[config.mk]
export PLATFORM = sky130hd
export DESIGN_NAME = wb_victim_buffer_flat
export DESIGN_NICKNAME = d
export VERILOG_FILES = /design/src/rtl/wb_victim_buffer_if.sv /design/src/rtl/wb_victim_buffer.sv /design/src/flat_wrapper.sv
export SDC_FILE = /design/constraint.sdc
export NUM_CORES = 2
export LEC_CHECK = 0
export CAP_MARGIN = 20
export CORE_MARGIN = 2
export CORE_UTILIZATION = 45
export CTS_CLUSTER_SIZE = 25
export DETAILED_ROUTE_END_ITERATION = 12
export GPL_TIMING_DRIVEN = 0
export PLACE_DENSITY = 0.81
export SETUP_SLACK_MARGIN = 0.3
export SYNTH_ARGS = -nofsm -noshare
export SYNTH_HDL_FRONTEND = slang
export SYNTH_SLANG_ARGS = --single-unit
[constraint.sdc]
create_clock -name clk -period 15.3 [get_ports clk]
set_clock_uncertainty 0.05 [all_clocks]
set_input_delay 2.295 -clock clk [delete_from_list [all_inputs] [get_ports clk]]
set_output_delay 2.295 -clock clk [all_outputs]
set_load 0.01 [all_outputs]
[src/rtl/wb_victim_buffer_if.sv]
// Bus bundle for the victim buffer: LSU lookup, dcache insert/extract, flush and
// memory write-back channels.
interface wb_victim_buffer_if #(
   parameter int TAG_W  = 26,
   parameter int LINE_W = 128
) ();
   logic              lookup_req_i;
   logic [TAG_W-1:0]  lookup_addr_i;
   logic              kill_i;
   logic              victim_hit_o;
   logic [LINE_W-1:0] victim_line_o;
   logic              victim_dirty_o;
   logic              write_to_victim_i;
   logic [TAG_W-1:0]  evict_addr_i;
   logic [LINE_W-1:0] evict_line_i;
   logic              evict_dirty_i;
   logic              write_from_victim_i;
   logic              flush_i;
   logic              busy_o;
   logic              flush_done_o;
   logic              wb_req_o;
   logic [TAG_W-1:0]  wb_addr_o;
   logic [LINE_W-1:0] wb_line_o;
   logic              wb_ack_i;

   modport slave (
      input  lookup_req_i, lookup_addr_i, kill_i,
      input  write_to_victim_i, evict_addr_i, evict_line_i, evict_dirty_i,
      input  write_from_victim_i, flush_i, wb_ack_i,
      output victim_hit_o, victim_line_o, victim_dirty_o,
      output busy_o, flush_done_o, wb_req_o, wb_addr_o, wb_line_o
   );

   modport master (
      output lookup_req_i, lookup_addr_i, kill_i,
      output write_to_victim_i, evict_addr_i, evict_line_i, evict_dirty_i,
      output write_from_victim_i, flush_i, wb_ack_i,
      input  victim_hit_o, victim_line_o, victim_dirty_o,
      input  busy_o, flush_done_o, wb_req_o, wb_addr_o, wb_line_o
   );
endinterface

[src/rtl/wb_victim_buffer.sv]
// Fully associative dcache victim buffer with dirty write-back on replacement
// and a sequential flush engine.
module wb_victim_buffer #(
   parameter int NUM_ENTRIES = 4,
   parameter int TAG_W       = 26,
   parameter int LINE_W      = 128
) (
   input logic             clk,
   input logic             rst_n,
   wb_victim_buffer_if.slave bus
);
   localparam int IDX_W = $clog2(NUM_ENTRIES);
   localparam logic [IDX_W-1:0] LAST = IDX_W'(NUM_ENTRIES - 1);

   typedef enum logic [2:0] {IDLE, WB, FLUSH_SCAN, FLUSH_WB, FLUSH_DONE} state_t;
   state_t state_q, state_d;

   logic [NUM_ENTRIES-1:0] valid_q, dirty_q;
   logic [TAG_W-1:0]       tag_q  [NUM_ENTRIES];
   logic [LINE_W-1:0]      line_q [NUM_ENTRIES];
   logic [IDX_W-1:0]       rp_q, tgt_q, fidx_q;
   logic                   lookup_vld_q;
   logic [TAG_W-1:0]       lookup_addr_q;
   logic [TAG_W-1:0]       hold_tag_q;
   logic [LINE_W-1:0]      hold_line_q;
   logic                   hold_dirty_q;

   logic             hit_any, hit, swap;
   logic [IDX_W-1:0] hit_idx;
   logic             free_any;
   logic [IDX_W-1:0] free_idx;

   always_comb begin
      hit_any  = 1'b0;
      hit_idx  = '0;
      free_any = 1'b0;
      free_idx = '0;
      for (int unsigned i = 0; i < NUM_ENTRIES; i++) begin
         if (!hit_any && valid_q[i] && tag_q[i] == lookup_addr_q) begin
            hit_any = 1'b1;
            hit_idx = IDX_W'(i);
         end
         if (!free_any && !valid_q[i]) begin
            free_any = 1'b1;
            free_idx = IDX_W'(i);
         end
      end
   end

   assign hit  = rst_n && lookup_vld_q && hit_any;
   assign swap = bus.write_from_victim_i && hit;

   logic             ins_en, ins_hold, hold_ld, tgt_ld, rp_inc, rp_clr;
   logic             f_start, f_inval, f_step;
   logic [IDX_W-1:0] ins_idx;

   always_ff @(posedge clk) begin
      if (!rst_n) state_q <= IDLE;
      else        state_q <= state_d;
   end

   always_comb begin
      state_d  = state_q;
      ins_en   = 1'b0;
      ins_idx  = '0;
      ins_hold = 1'b0;
      hold_ld  = 1'b0;
      tgt_ld   = 1'b0;
      rp_inc   = 1'b0;
      rp_clr   = 1'b0;
      f_start  = 1'b0;
      f_inval  = 1'b0;
      f_step   = 1'b0;
      unique case (state_q)
         IDLE: begin
            // insert outranks flush; a swap reuses the slot being extracted
            if (bus.write_to_victim_i) begin
               if (swap) begin
                  ins_en  = 1'b1;
                  ins_idx = hit_idx;
               end else if (free_any) begin
                  ins_en  = 1'b1;
                  ins_idx = free_idx;
               end else begin
                  rp_inc = 1'b1;
                  if (valid_q[rp_q] && dirty_q[rp_q]) begin
                     hold_ld = 1'b1;
                     tgt_ld  = 1'b1;
                     state_d = WB;
                  end else begin
                     ins_en  = 1'b1;
                     ins_idx = rp_q;
                  end
               end
            end else if (bus.flush_i) begin
               f_start = 1'b1;
               state_d = FLUSH_SCAN;
            end
         end
         WB: begin
            if (bus.wb_ack_i) begin
               ins_en   = 1'b1;
               ins_idx  = tgt_q;
               ins_hold = 1'b1;
               state_d  = IDLE;
            end
         end
         FLUSH_SCAN: begin
            if (valid_q[fidx_q] && dirty_q[fidx_q]) begin
               state_d = FLUSH_WB;
            end else begin
               f_inval = 1'b1;
               f_step  = 1'b1;
               if (fidx_q == LAST) state_d = FLUSH_DONE;
            end
         end
         FLUSH_WB: begin
            if (bus.wb_ack_i) begin
               f_inval = 1'b1;
               f_step  = 1'b1;
               state_d = (fidx_q == LAST) ? FLUSH_DONE : FLUSH_SCAN;
            end
         end
         FLUSH_DONE: begin
            rp_clr  = 1'b1;
            state_d = IDLE;
         end
         default: state_d = IDLE;
      endcase
   end

   always_ff @(posedge clk) begin
      if (!rst_n) begin
         valid_q      <= '0;
         dirty_q      <= '0;
         rp_q         <= '0;
         tgt_q        <= '0;
         fidx_q       <= '0;
         lookup_vld_q <= 1'b0;
         hold_tag_q   <= '0;
         hold_line_q  <= '0;
         hold_dirty_q <= 1'b0;
      end else begin
         if (bus.lookup_req_i) begin
            lookup_vld_q  <= 1'b1;
            lookup_addr_q <= bus.lookup_addr_i;
         end else if (bus.kill_i || bus.write_from_victim_i) begin
            lookup_vld_q <= 1'b0;
         end
         // invalidations first so a same-cycle install into that slot wins
         if (swap) begin
            valid_q[hit_idx] <= 1'b0;
            dirty_q[hit_idx] <= 1'b0;
         end
         if (f_inval) begin
            valid_q[fidx_q] <= 1'b0;
            dirty_q[fidx_q] <= 1'b0;
         end
         if (ins_en) begin
            valid_q[ins_idx] <= 1'b1;
            dirty_q[ins_idx] <= ins_hold ? hold_dirty_q : bus.evict_dirty_i;
            tag_q[ins_idx]   <= ins_hold ? hold_tag_q   : bus.evict_addr_i;
            line_q[ins_idx]  <= ins_hold ? hold_line_q  : bus.evict_line_i;
         end
         if (hold_ld) begin
            hold_tag_q   <= bus.evict_addr_i;
            hold_line_q  <= bus.evict_line_i;
            hold_dirty_q <= bus.evict_dirty_i;
         end
         if (tgt_ld) tgt_q <= rp_q;
         if (rp_clr)      rp_q <= '0;
         else if (rp_inc) rp_q <= rp_q + 1'b1;
         if (f_start)     fidx_q <= '0;
         else if (f_step) fidx_q <= fidx_q + 1'b1;
      end
   end

   logic             wb_req;
   logic [IDX_W-1:0] wb_idx;

   assign wb_req = rst_n && (state_q == WB || state_q == FLUSH_WB);
   assign wb_idx = (state_q == WB) ? tgt_q : fidx_q;

   assign bus.victim_hit_o   = hit;
   assign bus.victim_line_o  = hit ? line_q[hit_idx] : '0;
   assign bus.victim_dirty_o = hit && dirty_q[hit_idx];
   assign bus.busy_o         = rst_n && (state_q != IDLE);
   assign bus.flush_done_o   = rst_n && (state_q == FLUSH_DONE);
   assign bus.wb_req_o       = wb_req;
   assign bus.wb_addr_o      = wb_req ? tag_q[wb_idx]  : '0;
   assign bus.wb_line_o      = wb_req ? line_q[wb_idx] : '0;
endmodule

[src/flat_wrapper.sv]
// flat-port wrapper written by rule: the top's interface ports become plain ports
module wb_victim_buffer_flat 
#(
   parameter int NUM_ENTRIES = 4,
   parameter int TAG_W       = 26,
   parameter int LINE_W      = 128
)
  (clk, rst_n, bus_lookup_req_i, bus_lookup_addr_i, bus_kill_i, bus_write_to_victim_i, bus_evict_addr_i, bus_evict_line_i, bus_evict_dirty_i, bus_write_from_victim_i, bus_flush_i, bus_wb_ack_i, bus_victim_hit_o, bus_victim_line_o, bus_victim_dirty_o, bus_busy_o, bus_flush_done_o, bus_wb_req_o, bus_wb_addr_o, bus_wb_line_o);
  wb_victim_buffer_if #(.TAG_W(TAG_W), .LINE_W(LINE_W)) bus_i ();
  input logic clk;
  input logic rst_n;
  input wire logic [$bits(bus_i.lookup_req_i)-1:0] bus_lookup_req_i;
  input wire logic [$bits(bus_i.lookup_addr_i)-1:0] bus_lookup_addr_i;
  input wire logic [$bits(bus_i.kill_i)-1:0] bus_kill_i;
  input wire logic [$bits(bus_i.write_to_victim_i)-1:0] bus_write_to_victim_i;
  input wire logic [$bits(bus_i.evict_addr_i)-1:0] bus_evict_addr_i;
  input wire logic [$bits(bus_i.evict_line_i)-1:0] bus_evict_line_i;
  input wire logic [$bits(bus_i.evict_dirty_i)-1:0] bus_evict_dirty_i;
  input wire logic [$bits(bus_i.write_from_victim_i)-1:0] bus_write_from_victim_i;
  input wire logic [$bits(bus_i.flush_i)-1:0] bus_flush_i;
  input wire logic [$bits(bus_i.wb_ack_i)-1:0] bus_wb_ack_i;
  output wire logic [$bits(bus_i.victim_hit_o)-1:0] bus_victim_hit_o;
  output wire logic [$bits(bus_i.victim_line_o)-1:0] bus_victim_line_o;
  output wire logic [$bits(bus_i.victim_dirty_o)-1:0] bus_victim_dirty_o;
  output wire logic [$bits(bus_i.busy_o)-1:0] bus_busy_o;
  output wire logic [$bits(bus_i.flush_done_o)-1:0] bus_flush_done_o;
  output wire logic [$bits(bus_i.wb_req_o)-1:0] bus_wb_req_o;
  output wire logic [$bits(bus_i.wb_addr_o)-1:0] bus_wb_addr_o;
  output wire logic [$bits(bus_i.wb_line_o)-1:0] bus_wb_line_o;
  assign bus_i.lookup_req_i = bus_lookup_req_i;
  assign bus_i.lookup_addr_i = bus_lookup_addr_i;
  assign bus_i.kill_i = bus_kill_i;
  assign bus_i.write_to_victim_i = bus_write_to_victim_i;
  assign bus_i.evict_addr_i = bus_evict_addr_i;
  assign bus_i.evict_line_i = bus_evict_line_i;
  assign bus_i.evict_dirty_i = bus_evict_dirty_i;
  assign bus_i.write_from_victim_i = bus_write_from_victim_i;
  assign bus_i.flush_i = bus_flush_i;
  assign bus_i.wb_ack_i = bus_wb_ack_i;
  assign bus_victim_hit_o = bus_i.victim_hit_o;
  assign bus_victim_line_o = bus_i.victim_line_o;
  assign bus_victim_dirty_o = bus_i.victim_dirty_o;
  assign bus_busy_o = bus_i.busy_o;
  assign bus_flush_done_o = bus_i.flush_done_o;
  assign bus_wb_req_o = bus_i.wb_req_o;
  assign bus_wb_addr_o = bus_i.wb_addr_o;
  assign bus_wb_line_o = bus_i.wb_line_o;
  wb_victim_buffer #(.NUM_ENTRIES(NUM_ENTRIES), .TAG_W(TAG_W), .LINE_W(LINE_W)) u_core (.clk(clk), .rst_n(rst_n), .bus(bus_i));
endmodule
### Word-level counts from Yosys, hierarchy flattened

Memory sizes are Yosys's and may differ from the RTL's.
Index checks and enable logic that the tools add are counted.

| word-level totals | value |
|---|---|
| input port bits | 189 |
| memory bits (writable) | 616 |
| bits in registers | 199 |
| word-level logic and storage cells | 177 |
| memories | 2 |

Memory list:

| memory | depth | width | read ports | clocked after Yosys merged registers in | write ports | RTL line | RTL |
|---|---|---|---|---|---|---|---|
| u_core.line_q | 4 | 128 | 2 | 0 | 1 | wb_victim_buffer.sv:20 | `logic [LINE_W-1:0] line_q [NUM_ENTRIES];` |
| u_core.tag_q | 4 | 26 | 5 | 0 | 1 | wb_victim_buffer.sv:19 | `logic [TAG_W-1:0] tag_q [NUM_ENTRIES];` |

| cells by class | value |
|---|---|
| eq/ne operators | 16 |
| add/sub/neg operators | 2 |
| bitwise gates (word level) | 8 |
| mux-type cells | 92 |
| reductions and logical operators | 39 |
| order comparisons | 7 |

Operators by type and width:

| cell | count |
|---|---|
| $mux W128 | 3 |
| $eq A26 B26 Y1 | 4 |
| $mux W26 | 2 |
| $mux W1 | 44 |
| $mux W4 | 10 |
| $mux W3 | 10 |
| $logic_and A1 B1 Y1 | 22 |
| $mux W2 | 10 |
| $and A4 B4 Y4 | 4 |
| $lt A2 B3 Y1 const B | 4 |
| $pmux W3 S4 | 1 |
| $bmux W1 S2 | 5 |
| $ne A3 B3 Y1 const B | 3 |
| $logic_not A1 Y1 | 8 |
| $not A4 Y4 | 2 |
| $reduce_and A7 Y1 | 1 |
| $demux W1 S2 | 3 |
| $eq A3 B2 Y1 const B | 2 |
| $ge A2 B1 Y1 const B | 3 |
| $add A2 B1 Y2 const B | 2 |
| $bwmux W4 | 1 |
| $ne A2 B2 Y1 const B | 2 |
| $or A4 B4 Y4 | 1 |
| $pmux W1 S2 | 2 |
| other kinds (13) | 15 |

### Depth between registers and ports, before layout

An unclocked memory read counts as a cell.

| logic depth | value |
|---|---|
| depth in word-level cells | 29 |
| depth in mapped cells | 12 |
| mapped depth without buffers | 9 |

### Worst setup path after synthesis

Ideal clock, no wire load.

| path | value |
|---|---|
| path kind | in2reg |
| from | in rst_n |
| to | mem u_core.line_q[2][0], enable pin |
| stages | 6 |
| data arrival time | 13.783 ns |
| setup slack | 0.611 ns |
| data required time | 14.394 ns |
| setup time | 0.856 ns |
| buffers on the path | 1 |
| cell sequence | clkbuf_1 > nand3_1 > a41oi_4 > or3b_1 > a32oi_2 > nor3_1 |

| on the way | value |
|---|---|
| longest elaborated chain between the ends | 9 |
| elaborated cells on any way between the ends | 12 |
| classes of those cells | mux (9); reduce/logical (3) |

RTL lines:

| item | RTL line | RTL |
|---|---|---|
| start, declared | flat_wrapper.sv:11 | `input logic rst_n;` |
| $logic_and A1 B1 Y1 (2 in a row) | wb_victim_buffer.sv:50 | `assign hit = rst_n && lookup_vld_q && hit_any;` |
| $logic_and A1 B1 Y1 | wb_victim_buffer.sv:51 | `assign swap = bus.write_from_victim_i && hit;` |
| $mux W1 | wb_victim_buffer.sv:78 | `if (swap) begin` |
| $mux W1 | wb_victim_buffer.sv:77 | `if (bus.write_to_victim_i) begin` |
| $pmux W1 S2 | wb_victim_buffer.sv:74 | `unique case (state_q)` |
| $mux W1 | wb_victim_buffer.sv:159 | `if (ins_en) begin` |
| $mux W1 | wb_victim_buffer.sv:133 | `if (!rst_n) begin` |
| $mux W1 | wb_victim_buffer.sv:163 | `line_q[ins_idx] <= ins_hold ? hold_line_q : bus.evict_line_i;` |
| end, declared | wb_victim_buffer.sv:20 |  |

Several ways; a longest one is shown, not always the timed one.

### Final worst setup path

| path | value |
|---|---|
| from | reg u_core.lookup_addr_q[14] |
| to | out bus_victim_line_o[92] |

| on the way | value |
|---|---|
| longest elaborated chain between the ends | 17 |
| elaborated cells on any way between the ends | 24 |
| classes of those cells | eq/ne (4); mux (8); reduce/logical (11); memory (1) |

RTL lines:

| item | RTL line | RTL |
|---|---|---|
| start, declared | wb_victim_buffer.sv:23 | `logic [TAG_W-1:0] lookup_addr_q;` |
| start signal, assigned | wb_victim_buffer.sv:146 | `lookup_addr_q <= bus.lookup_addr_i;` |
| $eq A26 B26 Y1 | wb_victim_buffer.sv:39 | `if (!hit_any && valid_q[i] && tag_q[i] == lookup_addr_q) begin` |
| $logic_and A1 B1 Y1 | wb_victim_buffer.sv:39 |  |
| $mux W1 | wb_victim_buffer.sv:39 |  |
| $logic_not A1 Y1 | wb_victim_buffer.sv:39 |  |
| $logic_and A1 B1 Y1 (2 in a row) | wb_victim_buffer.sv:39 |  |
| $mux W1 | wb_victim_buffer.sv:39 |  |
| $logic_not A1 Y1 | wb_victim_buffer.sv:39 |  |
| $logic_and A1 B1 Y1 (2 in a row) | wb_victim_buffer.sv:39 |  |
| $mux W1 | wb_victim_buffer.sv:39 |  |
| $logic_not A1 Y1 | wb_victim_buffer.sv:39 |  |
| $logic_and A1 B1 Y1 (2 in a row) | wb_victim_buffer.sv:39 |  |
| $mux W2 or $mux W1 (tied branches) | wb_victim_buffer.sv:39 |  |
| $mem_v2 Z4 W128 or $logic_and A1 B1 Y1 (tied branches) | n/a |  |
| $mux W128 * | wb_victim_buffer.sv:185 | `assign bus.victim_line_o = hit ? line_q[hit_idx] : '0;` |
| end, declared | flat_wrapper.sv:23 | `output wire logic [$bits(bus_i.victim_line_o)-1:0] bus_victim_line_o;` |

Every way passes the cells marked *; elsewhere a longest branch is shown, timed or not.

==> impl_metrics.json <==
{
  "status": "completed",
  "syn_inst": 2737,
  "min_to": "u_core.hold_line_q[15]",
  "grt_pass1_wl_mm": 166,
  "r2r_start": "u_core.lookup_addr_q[14]",
  "irDropWorstVdd_mv": 0.0996,
  "seq_power_share_pct": 48.1,
  "dp_hpwl_mm": 82.4,
  "syn_area_mm2": 0.0364,
  "route.detailed.drc": 0,
  "fp.dieH_um": 288,
  "tightest_slew_ps": 1140,
  "slew_headroom_pct": 24.3,
  "hp-start": "u_core.hold_line_q[15]",
  "r2r_cells": 12,
  "wirelength_mm": 116,
  "vias": 26600,
  "min_path_cells": 2,
  "rr_endpoint": "u_core.line_q[0][89]",
  "synth_area_leaders": "edfxtp_1 (53%), mux4_2 (9.6%), dfxtp_1 (9.5%)",
  "cts_buffers": 84,
  "netlist.area_leader.share_pct": 53.0,
  "post-cts-setup-buffers": 0,
  "synthFlopType": "edfxtp_1",
  "max_cap_viol_count": 0,
  "synth-edff-count": 642,
  "cts_resized": 0,
  "nets": 3531,
  "synth-warning-count": 0,
  "wl_per_cell_um": 25.9,
  "synth_seq_cells": 815,
  "clockBufferDepth": 3,
  "clkLatencyLatePin_ps": 630,
  "setup_violations": 0,
  "combinationalPowerShare_pct": 13.2,
  "start_util_pct": 45.3,
  "cp-start-kind": "register",
  "place_area_mm2": 0.0431,
  "rsz0062_at_grt": "no",
  "syn_to_final_growth_pct": 26.4,
  "p_sw_mw": 1.29,
  "ys_types": 54,
  "ctsHoldBuffers": 0,
  "p_sw_share_pct": 24.3,
  "grt_max_degree": 54,
  "internal_power_mw": 4.03,
  "drv_slew": 0,
  "syn_nets": 2930,
  "clkTransAtPathRegs_ps": 60,
  "first_iter_violations": 2807,
  "cts.sinks": 815,
  "synthArstFlopShare_pct": 0,
  "first_pass_iters": 6,
  "ys_seq_area_share_pct": 62.6,
  "coreArea_mm2": 0.0803,
  "fin_crit_sh_pct": 52.5,
  "p_per_area_mw_per_mm2": 116,
  "path_max_fanout": 10,
  "critical_path_class": "reg2out",
  "p_leak_nw": 14.8,
  "boundaryPins": 476,
  "endpoint_kind": "primary output",
  "avgSynthCellArea_um2": 13.3,
  "synthMostInstantiatedCell": "edfxtp_1",
  "fin_setup_tns_ps": 0,
  "die_w_um": 288,
  "dieArea_mm2": 0.0831,
  "grt_pass1_vias": 26400,
  "fin_crit_ps": 8040,
  "tritoncts": "yes",
  "fmax_ghz": 0.124,
  "gp_congestion": 0.938,
  "port_buffers": 474,
  "cts_root_buf": "clkbuf_16",
  "vias_per_cell": 5.92,
  "synth.largest_area_cell": "edfxtp_1",
  "hold_slack_ps": 401,
  "gr-usage-all-layers_pct": 27.3,
  "drive_above_1_share_pct": 16.3,
  "required_ps": 12960,
  "netlist_top_cells_count": "edfxtp_1 (642), nand2_1 (334), dfxtp_1 (173)",
  "hold_violations": 0,
  "cts.htree.levels": 3,
  "grt_overflow": 0,
  "min_path_type": "reg2reg",
  "final_area_mm2": 0.0459,
  "power_mw": 5.32,
  "postRouteAntennaNets": 0,
  "crit_arrival_ps": 5690,
  "r2r_setup_slack_ps": 10310,
  "pwr-share-clk_pct": 38.7,
  "final_util_pct": 57.2,
  "rows": 104,
  "antenna_found_initial": 27
}
## sequential cells by signal (all words and copies together) (netlist names), 3 cells and up
register,cells
u_core.line_q,512
u_core.valid_q,4
u_core.dirty_q,4
u_core.tag_q,104
u_core.lookup_addr_q,26
u_core.hold_line_q,128
u_core.state_q,3
u_core.hold_tag_q,26
## cells in the final DEF, fill, tap and decap left out, types with 7 or more instances in the layout
master           count
a21oi_1            171
and2_1             157
buf_12              12
buf_2               43
buf_4                7
buf_6               26
buf_8                8
bufinv_16            7
clkbuf_1           155
clkbuf_16           84
clkdlybuf4s50_1    474
clkinv_1             7
clkinv_2            15
clkinvlp_4           9
dfxtp_1            173
diode_2             18
edfxtp_1           642
mux2_2             155
mux4_2             155
nand2_1            334
nand3_1              7
nand4_1             20
nor2_1             150
nor3_1             136
nor4_1              12
o21ai_0            131
o22ai_1            128
xnor2_1             62
xor2_1              45
## routing by layer
metal  track usage (%)  routed length, um  part of all wire (%)
met1              34.1              42400                    36
met5                 0                 95                 0.082
met4              16.7               7500                   6.5
met3              6.11              11400                   9.8
met2              43.3              54900                    47
## how the worst max path moves through the flow
stage                                   from                     to  slack (ps)  depth (start not counted)
finish              u_core.lookup_addr_q[14]  bus_victim_line_o[92]        7260                         12
global route        u_core.lookup_addr_q[14]  bus_victim_line_o[95]        7100                         12
CTS                 u_core.lookup_addr_q[14]  bus_victim_line_o[92]        7430                         12
detailed placement                     rst_n  bus_victim_line_o[92]        7730                          7
global placement     bus_write_from_victim_i   u_core.line_q[2][65]       -9290                          6
floorplan                              rst_n    u_core.line_q[2][0]         610                          6
## cells by family after synthesis
logic type,count (synthesis),synth area share (%)
DFF,815,62.6
muxes,315,14.5
and+or+nand+nor,840,10.7
adders and majority gates,4,0.138
xor gates and xnor gates,107,2.58
AOI/OAI and AO/OA,448,6.86
buffers and inverters,208,2.58
## through the flow
step                instances  setup WS, ps
global route             4484          7100
CTS                      4467          7430
detailed placement       4311          7730
floorplan                2737           611
global placement         4271         -9290
finish                   4486          7260
## cell type report
cell class | instances | area [um2]
Inverter | 7 | 26.3
Buffer | 201 | 913
Fill cell | 6229 | 34400
Clock buffer | 109 | 2260
Clock inverter | 47 | 510
Antenna cell | 18 | 45.0
Sequential cell | 815 | 22700
Multi-Input combinational cell | 1714 | 12700
Tap cell | 1060 | 1330
Timing Repair Buffer | 515 | 5420
## power by group through the flow
stage	logic (mW)	registers [mW]	clock network (mW)
4_1_cts	0.698	2.55	2.08
6_report	0.703	2.56	2.06
5_1_grt	0.742	2.56	2.16
2_1_floorplan	0.394	2.60	0
3_3_place_gp	0.666	2.62	0
3_5_place_dp	0.692	2.60	0
## worst max-delay path, stage by stage (launching register included)
cell and delay (ps):
edfxtp_1 370, buf_2 170, xnor2_1 460, nand4_1 150, nor4_1 470, nand4_1 480, nand2_1 280, o211a_1 300
buf_2 500, clkbuf_1 670, o21ai_0 220, nor3_1 380, clkdlybuf4s50_1 620
Power figures use the tool's default switching activity.
